File: src/rtl/capacity_seq.sv
// capacity_seq: multi-cycle sequencer computing C = W * log2(1 + S/N) in fixed point.
// One operation at a time: restoring divide, MSB-first log2 by repeated squaring,
// then a shift-add multiply. Results are Q(WW+LI).FRAC, log2 floor-truncated.
//
// Handshake semantics (both ports): a transfer happens on a rising edge where
// valid and ready are both high. The producer holds its data stable while valid
// is high and ready is low. in_ready is high only in IDLE. out_valid is high only
// in DONE, and c_out/err_out stay stable for as long as out_valid is high.
module capacity_seq #(
  parameter int WW   = 16,
  parameter int PW   = 16,
  parameter int FRAC = 8,
  localparam int LI  = $clog2(PW + 1),
  localparam int CW  = WW + LI + FRAC
) (
  input  logic          clk,
  input  logic          rst,
  input  logic          in_valid,
  output logic          in_ready,
  input  logic [WW-1:0] w_in,
  input  logic [PW-1:0] s_in,
  input  logic [PW-1:0] n_in,
  output logic          out_valid,
  input  logic          out_ready,
  output logic [CW-1:0] c_out,
  output logic          err_out
);

  // FSM encoding
  localparam logic [2:0] S_IDLE = 3'd0;
  localparam logic [2:0] S_DIV  = 3'd1;
  localparam logic [2:0] S_LOGI = 3'd2;
  localparam logic [2:0] S_LOGF = 3'd3;
  localparam logic [2:0] S_MUL  = 3'd4;
  localparam logic [2:0] S_DONE = 3'd5;

  // one down-counter serves every multi-cycle phase
  localparam int MAXC = (PW > FRAC) ? ((PW > WW) ? PW : WW) : ((FRAC > WW) ? FRAC : WW);
  localparam int CNW  = $clog2(MAXC + 1);

  logic [2:0]      state_q, state_d;
  logic [CNW-1:0]  cnt_q, cnt_d;
  logic [WW-1:0]   w_q, w_d;       // bandwidth, shifted out MSB-first during MUL
  logic [PW-1:0]   d_q, d_d;       // dividend S, becomes quotient during DIV
  logic [PW-1:0]   n_q, n_d;       // divisor N
  logic [PW-1:0]   rem_q, rem_d;   // division partial remainder (always < N)
  logic [LI-1:0]   l_q, l_d;       // integer part of log2
  logic [PW:0]     m_q, m_d;       // mantissa Q1.PW, held in [1,2) between steps
  logic [FRAC-1:0] frac_q, frac_d; // fractional log2 bits, MSB first
  logic [CW-1:0]   acc_q, acc_d;   // product accumulator
  logic [CW-1:0]   c_q, c_d;       // registered result
  logic            err_q, err_d;   // registered divide-by-zero flag

  // datapath temporaries
  logic [PW:0]       trial;
  logic              qbit;
  logic [PW:0]       x;
  logic [LI-1:0]     lsel;
  logic [LI-1:0]     shamt;
  logic [PW:0]       xs;
  logic [2*PW+1:0]   sq;
  logic [PW+1:0]     sq_t;
  logic              fbit;
  logic [CW-1:0]     acc_nx;

  assign in_ready  = (state_q == S_IDLE);
  assign out_valid = (state_q == S_DONE);
  assign c_out     = c_q;
  assign err_out   = err_q;

  // next-state and datapath for every phase of the sequence
  always_comb begin
    state_d = state_q;
    cnt_d   = cnt_q;
    w_d     = w_q;
    d_d     = d_q;
    n_d     = n_q;
    rem_d   = rem_q;
    l_d     = l_q;
    m_d     = m_q;
    frac_d  = frac_q;
    acc_d   = acc_q;
    c_d     = c_q;
    err_d   = err_q;
    trial   = '0;
    qbit    = 1'b0;
    x       = '0;
    lsel    = '0;
    shamt   = '0;
    xs      = '0;
    sq      = '0;
    sq_t    = '0;
    fbit    = 1'b0;
    acc_nx  = '0;

    case (state_q)
      S_IDLE: begin
        if (in_valid) begin
          w_d    = w_in;
          d_d    = s_in;
          n_d    = n_in;
          rem_d  = '0;
          acc_d  = '0;
          frac_d = '0;
          l_d    = '0;
          m_d    = '0;
          if (n_in == '0) begin
            // no useful capacity without a noise floor: flag and report zero
            state_d = S_DONE;
            c_d     = '0;
            err_d   = 1'b1;
          end else begin
            state_d = S_DIV;
            cnt_d   = CNW'(PW - 1);
          end
        end
      end

      S_DIV: begin
        // restoring step: bring down next dividend bit, subtract if it fits
        trial = {rem_q, d_q[PW-1]};
        if (trial >= {1'b0, n_q}) begin
          rem_d = PW'(trial - {1'b0, n_q});
          qbit  = 1'b1;
        end else begin
          rem_d = trial[PW-1:0];
        end
        d_d = {d_q[PW-2:0], qbit};
        if (cnt_q == '0) begin
          state_d = S_LOGI;
        end else begin
          cnt_d = cnt_q - 1'b1;
        end
      end

      S_LOGI: begin
        // x = q+1 is never zero; its MSB index is the integer log2
        x = {1'b0, d_q} + 1'b1;
        for (int i = 0; i <= PW; i++) begin
          if (x[i]) lsel = LI'(i);
        end
        shamt   = LI'(PW) - lsel;
        xs      = x << shamt;
        m_d     = xs;
        l_d     = lsel;
        cnt_d   = CNW'(FRAC - 1);
        state_d = S_LOGF;
      end

      S_LOGF: begin
        // square the mantissa; crossing 2.0 yields a 1 bit and renormalises
        sq   = {{(PW+1){1'b0}}, m_q} * {{(PW+1){1'b0}}, m_q};
        sq_t = (PW+2)'(sq >> PW);
        if (sq_t[PW+1]) begin
          fbit = 1'b1;
          m_d  = sq_t[PW+1:1];
        end else begin
          m_d  = sq_t[PW:0];
        end
        frac_d = {frac_q[FRAC-2:0], fbit};
        if (cnt_q == '0) begin
          state_d = S_MUL;
          cnt_d   = CNW'(WW - 1);
        end else begin
          cnt_d = cnt_q - 1'b1;
        end
      end

      S_MUL: begin
        // MSB-first shift-add of W times {L, frac}
        acc_nx = (acc_q << 1) + (w_q[WW-1] ? CW'({l_q, frac_q}) : '0);
        acc_d  = acc_nx;
        w_d    = w_q << 1;
        if (cnt_q == '0) begin
          state_d = S_DONE;
          c_d     = acc_nx;
          err_d   = 1'b0;
        end else begin
          cnt_d = cnt_q - 1'b1;
        end
      end

      S_DONE: begin
        if (out_ready) state_d = S_IDLE;
      end

      default: state_d = S_IDLE;
    endcase
  end

  // state registers with synchronous reset
  always_ff @(posedge clk) begin
    if (rst) begin
      state_q <= S_IDLE;
      cnt_q   <= '0;
      w_q     <= '0;
      d_q     <= '0;
      n_q     <= '0;
      rem_q   <= '0;
      l_q     <= '0;
      m_q     <= '0;
      frac_q  <= '0;
      acc_q   <= '0;
      c_q     <= '0;
      err_q   <= 1'b0;
    end else begin
      state_q <= state_d;
      cnt_q   <= cnt_d;
      w_q     <= w_d;
      d_q     <= d_d;
      n_q     <= n_d;
      rem_q   <= rem_d;
      l_q     <= l_d;
      m_q     <= m_d;
      frac_q  <= frac_d;
      acc_q   <= acc_d;
      c_q     <= c_d;
      err_q   <= err_d;
    end
  end

endmodule

File: config.mk
export PLATFORM = sky130hd
export DESIGN_NAME = capacity_seq
export DESIGN_NICKNAME = d
export VERILOG_FILES = /design/src/rtl/capacity_seq.sv
export SDC_FILE = /design/constraint.sdc
export NUM_CORES = 1
export LEC_CHECK = 0
export ABC_CLOCK_PERIOD_IN_PS = 6750
export CORE_ASPECT_RATIO = 0.9
export CORE_UTILIZATION = 35
export CTS_CLUSTER_DIAMETER = 30
export DETAILED_ROUTE_END_ITERATION = 7
export HOLD_SLACK_MARGIN = 0.15
export PLACE_DENSITY = 0.63
export SLEW_MARGIN = 20
export SYNTH_ARGS = -nofsm -noshare
export SYNTH_HDL_FRONTEND = slang
export SYNTH_SLANG_ARGS = --single-unit
File: constraint.sdc
create_clock -name clk -period 6.75 [get_ports clk]
set_input_delay 1.35 -clock clk [delete_from_list [all_inputs] [get_ports clk]]
set_output_delay 1.35 -clock clk [all_outputs]
set_load 0.02 [all_outputs]
==> results.cfg <==
[global_route]
use_met3_pct = 1.941
grt_pass1_wl_um = 79640
grt-busiest-layer = met2
grt_util_met2_pct = 31.35
grt_use_met1_pct = 25.21
grt_pass1_vias = 16116
grt-ovfl-total = 0
grt_usage_pct = 18.50
grt_start_max_net_pins = 70
antenna_found_initial = 0

[timing]
post-route-period-util_pct = 98.59
fin_hold_ws_ns = 0.4577
worst_pin_slew_ns = 0.9703
hold_viol_final = 0
rsz0062_at_grt = yes
setup_violations = 0
setup_slack_ns = 0.09547
max_freq_mhz = 150.3
finalSetupTns_ns = 0
relSlewSlack_pct = 35.32
fin_crit_ns = 6.655
fin_worst_skew_ns = 0.01571
slew_viol_final = 0

[outcome]
status = finished clean

[logic_synthesis]
synth_fp_nets = 2611
synthMostInstantiatedCell = nand2_1
yosysTopAreaCell = fa_1
syn_inst = 2228
ys_ff_latch = 160
yosysWarningCount = 0
ys_types = 91
syn_area_mm2 = 0.01798
synth_top_area_share_pct = 21.27
synthArstFlopShare_pct = 0
avgSynthCellArea_um2 = 8.068
synthFlopType = dfxtp_1
synth_area_leaders = fa_1, dfxtp_1, ha_1, nand2_1, inv_1
ys_seq_area_share_pct = 17.82
synth_edf_count = 0
synth_commonest_cells = nand2_1, inv_1, fa_1

[routing]
vias_per_cell = 5.134
avgRoutedWirePerCell_um = 15.18
num_vias = 15623
drc = 0
ant_nets = 0
drt-initial-drc-count = 1071
first_pass_iters = 5
wl_um = 46190

[placed_design]
place_congestion = 0.9062
place_ws_ns = -0.3289
placed_cells_incl_taps = 2998
numPortBuffers = 83
dpl.hpwl_um = 36350

[finish]
area_delta_synth_final_pct = 18.12
final_cell_count_no_fill = 3043
final_core_util_pct = 42.00
fill_cells = 5094
layout.nets = 2733
multi_input_area_mm2 = 0.01326
seq_area_mm2 = 0.003252
drive_gt1_share_pct = 12.23
antenna_cells = 0

[power]
powerDensity_mw_per_mm2 = 309.3
swShare_pct = 50.09
share_seq_of_total_power_pct = 21.4
p_comb_share_pct = 62.5
p_switching_mw = 3.290
ir_drop_mv = 0.4290
p_int_mw = 3.278
p_leak_nw = 9.881
clock_power_share_pct = 16.1

[setup_path]
start_kind = register
crit_path_frequent_cell = fa_1
end_kind = register
crit_slowest_cell = fa_1
rrSetupSlack_ns = 0.1
crit_type = register to register
path_delay_family = adder cells
timing.critical_path.buf_inv = 8
cp.arrival_ns = 6.99
worstPathRequired_ns = 7.09
cpPeakStageDelay_ns = 0.57
cp_max_fo = 13

[clocking]
path_clk_slew_ns = 0.07
cts_hold_buffers = 0
cts_root_buffer = clkbuf_16
cts.sinks = 160
htreeDepth = 4
cts_made_buffers = 17
cts_buffer_depth = 2
cts_tree = yes
clk_latency_ns = 0.44

[floorplanning]
initial_core_util_pct = 35.56
die_w_um = 240.9
dieArea_mm2 = 0.05227
die_height_um = 217.0
io_pins = 84
core-area_mm2 = 0.05055
row_count = 78

[hold_path]
hp-class = register to register

[job]
maxCapViolCount = 0
[flip-flops by register name, indices dropped and copies added, names as in the netlist]
register  cells
acc_q        28
c_out        29
cnt_q         5
d_q          16
err_out       1
frac_q        8
l_q           5
m_q          17
n_q          16
rem_q        16
state_q       3
w_q          16
[cells in the final DEF (no fill, tap or decap), types with 9 or more instances in the layout]
cell and instances:
dfxtp_1 143, a22oi_1 9, o211ai_1 13, xnor2_1 49, buf_4 126, and2_1 64, inv_1 322, o21ai_0 86
mux2i_1 24, buf_6 9, a21oi_1 96, a21o_1 21, mux2_2 10, nand2_1 328, nand2b_1 9, clkdlybuf4s50_1 82
nor2b_1 16, a32oi_1 13, a31oi_1 20, nand3_1 41, clkbuf_16 18, ha_1 133, nand4_1 20, dfxtp_4 11
xor2_1 30, nor3_1 28, fa_1 188, nor2_1 166, nor4_1 9, a311oi_1 34, or3_1 11, a211oi_1 10
[area by class of cell]
type	instances	area share [%]
sequential	160	15.31
timing repair buffer	224	9.457
inverter	329	5.828
clock buffer	18	2.068
multi-input combinational	1618	62.43
tap	680	4.007
clock inverter	14	0.8956
[power groups by stage]
stage                     registers [mW]  logic, mW  clock network (mW)
after floorplan                     1.23       3.25                   0
after global placement              1.41       3.94                   0
after detailed placement            1.42       4.00                   0
after CTS                           1.40       4.03                1.08
after global routing                1.44       4.53                1.11
final                               1.41       4.10                1.06
[stage by stage]
| stage | instance area (um^2) | total power, mW |
|---|---|---|
| after floorplan | 17980 | 4.480 |
| after CTS | 20870 | 6.507 |
| after detailed placement | 20190 | 5.418 |
| final | 21230 | 6.568 |
| after global routing | 21230 | 7.084 |
| after global placement | 20190 | 5.351 |
[worst paths after layout]
check                  from  cells past startpoint        end
hold / removal    c_out[24]                      2  c_out[24]
setup reg to reg    m_q[14]                     27    m_q[12]
hold reg to reg   c_out[24]                      2  c_out[24]
setup / recovery    m_q[14]                     27    m_q[12]
[per-layer routing]
layer	share of wire, %	vias to the layer above	routed length [um]
met3	4.0	46	1858
li1	-	7618	-
met1	46	7605	21400
met4	1.2	0	566
met5	0	-	0
met2	48	354	22360
[timing repair]
item                                   in CTS  in global routing
setup endpoints to repair                  18                 18
gates resized for setup                    19                 70
gates cloned                                0                  1
endpoints found under the hold margin       0                  0
setup buffers                               0                 13
pin swaps                                   2                 39
[worst register-to-register path, cell delays in order (launching register included)]
cell	delay (ns)
dfxtp_2	0.33
buf_12	0.15
and2_1	0.19
buf_4	0.14
fa_1	0.46
fa_1	0.57
fa_1	0.45
fa_1	0.50
fa_1	0.50
inv_1	0.06
fa_1	0.53
inv_1	0.07
ha_4	0.28
and4_1	0.19
and3_4	0.20
nand2_1	0.04
and3_1	0.19
and2_4	0.19
buf_6	0.12
a21o_1	0.18
a311oi_4	0.26
buf_6	0.17
buf_12	0.13
and2_4	0.16
buf_6	0.10
nand2_2	0.03
o31a_1	0.12
a41oi_2	0.24
[cells by family (layout without fill, tap and decap cells)]
| group | Yosys count | count (layout) | synth area share (%) |
|---|---|---|---|
| buffers and inverters | 450 | 585 | 9.689 |
| AND/OR/NAND/NOR | 755 | 755 | 19.59 |
| AO/OA/AOI/OAI | 415 | 415 | 15.70 |
| adder cells (fa/ha/maj) | 331 | 331 | 31.02 |
| flip-flops | 160 | 160 | 17.82 |
| multiplexers | 37 | 37 | 2.186 |
| XOR/XNOR | 80 | 80 | 4.002 |
Power figures use the tool's default switching activity.
